**config.mk**
```make
export PLATFORM = sky130hd
export DESIGN_NAME = branch_target_unit
export DESIGN_NICKNAME = d
export VERILOG_FILES = /design/src/rtl/branch_target_unit.sv
export SDC_FILE = /design/constraint.sdc
export NUM_CORES = 1
export LEC_CHECK = 0
export ABC_AREA = 1
export BUFFER_PORTS_ARGS = -buffer_cell sky130_fd_sc_hd__buf_2
export CAP_MARGIN = 20
export CORE_UTILIZATION = 40
export CTS_CLUSTER_SIZE = 8
export DETAILED_ROUTE_END_ITERATION = 16
export PLACE_DENSITY = 0.58
export SLEW_MARGIN = 10
export SYNTH_ARGS = -nofsm -noshare
export SYNTH_HDL_FRONTEND = slang
export SYNTH_SLANG_ARGS = --single-unit
```
**constraint.sdc**
```tcl
create_clock -name clk -period 12.02 [get_ports clk]
set_clock_uncertainty 0.15 [all_clocks]
set_input_delay 1.803 -clock clk [delete_from_list [all_inputs] [get_ports clk]]
set_output_delay 1.803 -clock clk [all_outputs]
set_load 0.1 [all_outputs]
```
**src/rtl/branch_target_unit.sv**
```systemverilog
// ---------------------------------------------------------------------------
// branch_target_unit
//   Computes branch/jump targets and return addresses, then buffers each
//   accepted result in a small FIFO. The head entry is presented downstream
//   through a valid/ready handshake.
//
// Parameters
//   XLEN  : address/data width (32 or 64)
//   DEPTH : output queue entries (1..8)
//
// Ports
//   clk, rst_n         : rising-edge clock, asynchronous active-low reset
//   flush              : synchronous queue clear; drops any concurrent request
//   in_valid/in_ready  : request handshake
//   mode               : 00 BRANCH, 01 JAL, 10 JALR, 11 SEQ
//   current_PC, imm_value, rs1_value : operands
//   out_valid/out_ready: head-of-queue handshake
//   branch_PC, link_PC : head target / return address (0 when queue empty)
//   misaligned         : head target alignment fault (0 when queue empty)
//
// Configuration
//   BTU_RVC_EN defined   : 2-byte target alignment (only bit 0 must be clear)
//   BTU_RVC_EN undefined : 4-byte target alignment (bits [1:0] must be clear)
// ---------------------------------------------------------------------------
module branch_target_unit #(
    parameter int XLEN  = 32,
    parameter int DEPTH = 2
) (
    input  logic            clk,
    input  logic            rst_n,
    input  logic            flush,
    input  logic            in_valid,
    output logic            in_ready,
    input  logic [1:0]      mode,
    input  logic [XLEN-1:0] current_PC,
    input  logic [XLEN-1:0] imm_value,
    input  logic [XLEN-1:0] rs1_value,
    output logic            out_valid,
    input  logic            out_ready,
    output logic [XLEN-1:0] branch_PC,
    output logic [XLEN-1:0] link_PC,
    output logic            misaligned
);

    localparam int PTR_W = (DEPTH > 1) ? $clog2(DEPTH) : 1;
    localparam int CNT_W = $clog2(DEPTH + 1);

    typedef enum logic [1:0] {
        MODE_BRANCH = 2'b00,
        MODE_JAL    = 2'b01,
        MODE_JALR   = 2'b10,
        MODE_SEQ    = 2'b11
    } mode_e;

    mode_e            mode_dec;
    logic [XLEN-1:0]  pc_imm_sum;
    logic [XLEN-1:0]  rs1_imm_sum;
    logic [XLEN-1:0]  seq_pc;
    logic [XLEN-1:0]  target;
    logic             target_misaligned;

    logic [XLEN-1:0]  mem_target [DEPTH];
    logic [XLEN-1:0]  mem_link   [DEPTH];
    logic             mem_mis    [DEPTH];

    logic [PTR_W-1:0] wr_ptr;
    logic [PTR_W-1:0] rd_ptr;
    logic [CNT_W-1:0] count;
    logic [15:0]      accept_cnt;

    logic             handshake_in;
    logic             push;
    logic             pop;

    // -----------------------------------------------------------------------
    // Target computation (all sums wrap modulo 2^XLEN)
    // -----------------------------------------------------------------------
    assign mode_dec    = mode_e'(mode);
    assign pc_imm_sum  = current_PC + imm_value;
    assign rs1_imm_sum = rs1_value + imm_value;
    assign seq_pc      = current_PC + XLEN'(4);

    always_comb begin
        target = pc_imm_sum;
        case (mode_dec)
            MODE_BRANCH: target = pc_imm_sum;
            MODE_JAL:    target = pc_imm_sum;
            MODE_JALR:   target = {rs1_imm_sum[XLEN-1:1], 1'b0};
            MODE_SEQ:    target = seq_pc;
            default:     target = pc_imm_sum;
        endcase
    end

`ifdef BTU_RVC_EN
    assign target_misaligned = target[0];
`else
    assign target_misaligned = |target[1:0];
`endif

    // -----------------------------------------------------------------------
    // Handshake. A full queue still accepts when the head is leaving in the
    // same cycle. flush does not gate in_ready; it only discards the push.
    // -----------------------------------------------------------------------
    assign out_valid    = (count != '0);
    assign in_ready     = (count < CNT_W'(DEPTH)) || out_ready;
    assign handshake_in = in_valid && in_ready;
    assign push         = handshake_in && !flush;
    assign pop          = out_valid && out_ready && !flush;

    // -----------------------------------------------------------------------
    // Queue control state
    // -----------------------------------------------------------------------
    always_ff @(posedge clk or negedge rst_n) begin
        if (!rst_n) begin
            wr_ptr <= '0;
            rd_ptr <= '0;
            count  <= '0;
        end else if (flush) begin
            wr_ptr <= '0;
            rd_ptr <= '0;
            count  <= '0;
        end else begin
            if (push) begin
                wr_ptr <= (wr_ptr == PTR_W'(DEPTH - 1)) ? '0 : wr_ptr + PTR_W'(1);
            end
            if (pop) begin
                rd_ptr <= (rd_ptr == PTR_W'(DEPTH - 1)) ? '0 : rd_ptr + PTR_W'(1);
            end
            case ({push, pop})
                2'b10:   count <= count + CNT_W'(1);
                2'b01:   count <= count - CNT_W'(1);
                default: count <= count;
            endcase
        end
    end

    // Accepted-request counter, internal only; wraps naturally at 16 bits.
    always_ff @(posedge clk or negedge rst_n) begin
        if (!rst_n) begin
            accept_cnt <= '0;
        end else if (handshake_in) begin
            accept_cnt <= accept_cnt + 16'd1;
        end
    end

    // Payload storage needs no reset: it is masked whenever count is zero.
    always_ff @(posedge clk) begin
        if (push) begin
            mem_target[wr_ptr] <= target;
            mem_link[wr_ptr]   <= seq_pc;
            mem_mis[wr_ptr]    <= target_misaligned;
        end
    end

    // -----------------------------------------------------------------------
    // Head outputs, forced to zero while the queue is empty
    // -----------------------------------------------------------------------
    always_comb begin
        branch_PC  = '0;
        link_PC    = '0;
        misaligned = 1'b0;
        if (out_valid) begin
            branch_PC  = mem_target[rd_ptr];
            link_PC    = mem_link[rd_ptr];
            misaligned = mem_mis[rd_ptr];
        end
    end

    // -----------------------------------------------------------------------
    // Assertions
    // -----------------------------------------------------------------------
    a_count_bound : assert property (@(posedge clk) disable iff (!rst_n)
        count <= CNT_W'(DEPTH));

    a_accept_cnt : assert property (@(posedge clk) disable iff (!rst_n)
        handshake_in |=> (accept_cnt == $past(accept_cnt) + 16'd1));

endmodule

```
======== After elaboration in Yosys (flattened, before gate mapping) ========
Memories as Yosys holds them, arrays and structs flattened.
Index checks and enable logic that the tools add are counted.
storage, ports and cells
  input port bits ......................... 103
  bits in registers ....................... 4
  output and inout port bits .............. 67
  RAM bits ................................ 130
  word-level logic and storage cells ...... 46
  memories ................................ 3
memory list
  name        depth  bits a word  read ports  clocked after Yosys merged registers in  wr ports  line  source
  mem_link    2      32           1           0                                        1         63    logic [XLEN-1:0] mem_link [DEPTH];
  mem_target  2      32           1           0                                        1         62    logic [XLEN-1:0] mem_target [DEPTH];
  mem_mis     2      1            1           0                                        1         64    logic mem_mis [DEPTH];
operators by class
  equal/unequal tests ..................... 5
  magnitude comparators ................... 1
  $add $sub $neg .......................... 7
  reductions and logical operators ........ 13
  mux-type cells .......................... 14
operators with widths
  cell                     number
  $pmux W32 S3             1
  $add A32 B32 Y32         2
  $mux W32                 2
  $add A32 B3 Y32 const B  1
  $mux W1                  9
  $eq A2 B2 Y1 const B     3
  $reduce_bool A2 Y1       3
  $eq A2 B1 Y1 const B     2
  $logic_and A1 B1 Y1      4
  $pmux W2 S2              1
  $reduce_or A2 Y1         2
  $reduce_bool A3 Y1       1
  $add A1 B1 Y1 const B    2
  $add A2 B1 Y2 const B    1
  $logic_not A2 Y1         1
  $lt A2 B2 Y1 const B     1
  $mux W2                  1
  $sub A2 B1 Y2 const B    1
  $logic_not A1 Y1         1
  $logic_or A1 B1 Y1       1

======== Logic depth before layout (Yosys ltp) ========
  word-level depth ........................ 7
  mapped depth ............................ 14
  depth with buffers taken out ............ 14

======== Least setup slack after synthesis ========
Ideal clock, no wire load.
  path kind ............................... input to register
  start point ............................. input out_ready
  end point ............................... memory mem_link[0][0], enable pin
  setup time .............................. 0.488 ns
  required time ........................... 11.382 ns
  cell stages on the path ................. 6
  buffers on the path ..................... 0
  slack ................................... 5.780 ns
  data arrival time ....................... 5.602 ns
  cell sequence ........................... inv_1 -> nand2_1 -> nand2_1 -> inv_1 -> nand2_1 -> nor2_1
between the ends
  word-level cells in the longest chain between the ends .. 5
RTL lines
  item                           line  source
  start: declaration             39    input logic out_ready,
  $logic_or A1 B1 Y1             105   assign in_ready = (count < CNT_W'(DEPTH)) || out_ready;
  net in_ready                   33    output logic in_ready,
  $logic_and A1 B1 Y1            106   assign handshake_in = in_valid && in_ready;
  $logic_and A1 B1 Y1            107   assign push = handshake_in && !flush;
  $mux W1                        148   if (push) begin
  $mux W1 (not written as such)  150   mem_link[wr_ptr] <= seq_pc;
  end: declaration               63
The timed path passes the listed nets, and every way through them passes these cells.

======== Worst setup path in the final report ========
  start point ............................. input out_ready
  end point ............................... output in_ready
between the ends
  word-level cells in the longest chain between the ends .. 1
RTL lines
  item                line
  $logic_or A1 B1 Y1  105
  end: declaration    33
No other way between the ends.

==> results.yml <==
critical_path:
  cp-start-kind: "input pin"
  cpPeakStageDelay_ns: 0.42
  required_ns: 10.07
  worst_path_max_delay_cell: "buf_2"
  cp_cell_sequence: "buf_2 -> inv_1 -> nand2_1 -> buf_2"
  crit_type: "in2out"
  crit_top_cell: "buf_2"
  crit_family: "buffers and inverters"
  path_buf_inv: 3
  worstPathArrival_ns: 2.40
  cp_max_fo: 2
  cp-end-kind: "output port"
clock_tree:
  cts_root_buf: "clkbuf_16"
  clkLatencyLatePin_ns: 0.42
  clockBufferDepth: 2
  clk_pin_slew_ns: 0.06
  cts_resized: 0
  hold_buffers: 0
  cts_tree: "built"
  postCtsSetupBuffers: 0
  cts.sinks: 134
  cts_buffers: 17
  htreeDepth: 4
die:
  fp-row-count: 60
  initial_utilization: 0.411
  die_width_um: 169
  ioPinCount: 170
  die-height_um: 169
  coreArea_mm2: 0.0273
  dieArea_mm2: 0.0287
place:
  dpl_cell_area_mm2: 0.0125
  globalplace.congestion: 0.943
  dpl.hpwl_um: 29200
  post-place-ws_ns: 7.66
  io_buffers: 169
flow_run:
  drv_cap: 0
power_and_ir_drop:
  power_uw: 2420
  power.density_mw_per_mm2: 185
  ir_worst_vdd_uv: 152
  cellLeakagePower_uw: 0.00677
grt:
  use_met1: 0.358
  grtUsageMet3: 0.0226
  antenna_found_initial: 3
  grt_pass1_vias: 10200
  grtUsageTotal: 0.254
  grt_max_degree: 66
  grt_pass1_wl_um: 54900
  grt_overflow: 0
  met2_usage: 0.416
  top_usage_layer: "met2"
sta:
  hold_viol: 0
  slew_headroom: 0.311
  setup_viol_count_final: 0
  max_freq_mhz: 230
  fin_crit_sh: 0.362
  drv_slew: 0
  layout_setup_ws_ns: 7.67
  fin_crit_ns: 4.35
  tightest_slew_ns: 1.03
  setup_tns_ns: 0
  rsz0062_at_grt: "false"
logic_synthesis:
  postSynthCellCount: 1689
  syn_area_mm2: 0.0112
  synth.yosys.seq_area_share: 0.357
  synthArstFlopShare: 0.0299
  synth_cell_types: 42
  synth_edf_count: 130
  yosys_warnings: 0
  synth.avg_cell_area_um2: 6.63
  syn_nets: 1856
  synth_flop_cell: "edfxtp_1"
  ys_ff_latch: 134
outcome:
  run_status: "complete, no violations"
route:
  route.final.wire_length_um: 35800
  vias_per_cell: 4.92
  drtAntennaViolNets: 0
  wl_per_cell_um: 16.0
  vias: 11000
  dr.pass1.iters: 5
  drt_iter0_markers: 701
  remaining_drc_errors: 0
layout:
  layout-drive-gt1-share: 0.135
  layout.nets: 2020
  area_growth_pct: 16.5
  fill_cells: 2878
  finish.instance_area_mm2: 0.0131
hold_path:
  min_path_type: "reg2reg"
path summary, 6_finish.rpt:
kind | from | end | slack [ns] | cells past startpoint
worst max-delay path | out_ready | in_ready | 7.67 | 4
worst min-delay path | wr_ptr | wr_ptr | 0.40 | 1
worst max register to register | count[1] | mem_link[1][22] | 9.56 | 4
worst min register to register | wr_ptr | wr_ptr | 0.40 | 1
max in group asynchronous | rst_n | rd_ptr | 10.56 | 1
min in group asynchronous | rst_n | count[1] | 1.03 | 1
power by group:
group	internal [uW]	switching [uW]	total (uW)
clock network	291	204	495
registers	561	12.2	573
logic	220	1130	1350
total	1070	1350	2420
area by class of cell:
class                           count  area [um^2]  area share
Tap cell                          372          465      0.0357
Antenna cell                        3         7.51    0.000575
Clock buffer                       18          439      0.0336
Multi-Input combinational cell   1238         6030       0.462
Inverter                          287         1080      0.0827
Clock inverter                     14          125     0.00958
Timing Repair Buffer              175          903      0.0692
Sequential cell                   134         4010       0.307
synthesized netlist by cell type, drive strengths merged, types with 8 or more instances:
library cell,count,area share
xor2,12,0.011
buf,8,0.0030
nand4,11,0.0061
and2,8,0.0045
or2,18,0.010
o21ai,13,0.0058
nand2,697,0.23
nand3,131,0.060
a21oi,112,0.050
nand3b,11,0.0074
clkbuf,22,0.0074
nor3,24,0.013
ha,62,0.069
edfxtp,130,0.35
inv,285,0.096
nor2,109,0.042
routing by layer:
layer | part of all wire | vias to the layer above
li1 | - | 5689
met1 | 0.49 | 5018
met2 | 0.45 | 285
met3 | 0.043 | 36
met4 | 0.022 | 0
met5 | 0 | -
registers in the layout (all words and copies together), names as in the netlist:
register and flops:
wr_ptr 1, mem_link 64, mem_mis 2, mem_target 64
count 2, rd_ptr 1
cell families after synthesis:
family | after synthesis | synth area share
flops | 134 | 0.357
simple gates | 1013 | 0.379
fa+ha+maj | 64 | 0.0728
buf+inv | 317 | 0.107
compound gates | 144 | 0.0691
xor+xnor | 17 | 0.0146
cells in the final DEF (no fill, tap or decap), drive strengths merged, types with 11 or more instances in the layout:
cell,Yosys,layout
nand2,697,697
nand4,11,11
o21ai,13,13
a21oi,112,112
nor2,109,109
nand3,131,131
ha,62,62
xor2,12,12
nor3,24,24
buf,8,175
or2,18,18
nand3b,11,11
edfxtp,130,130
clkbuf,22,18
inv,285,289
stage by stage:
step                       util  hold slack, ns  cells
after global placement    0.457           0.385   2205
after floorplan               -           0.308   1689
final                     0.479           0.397   2241
after CTS                 0.479           0.404   2238
after global routing      0.479           0.447   2241
after detailed placement  0.458           0.395   2206
No activity file was read; power rests on OpenSTA's default activity.
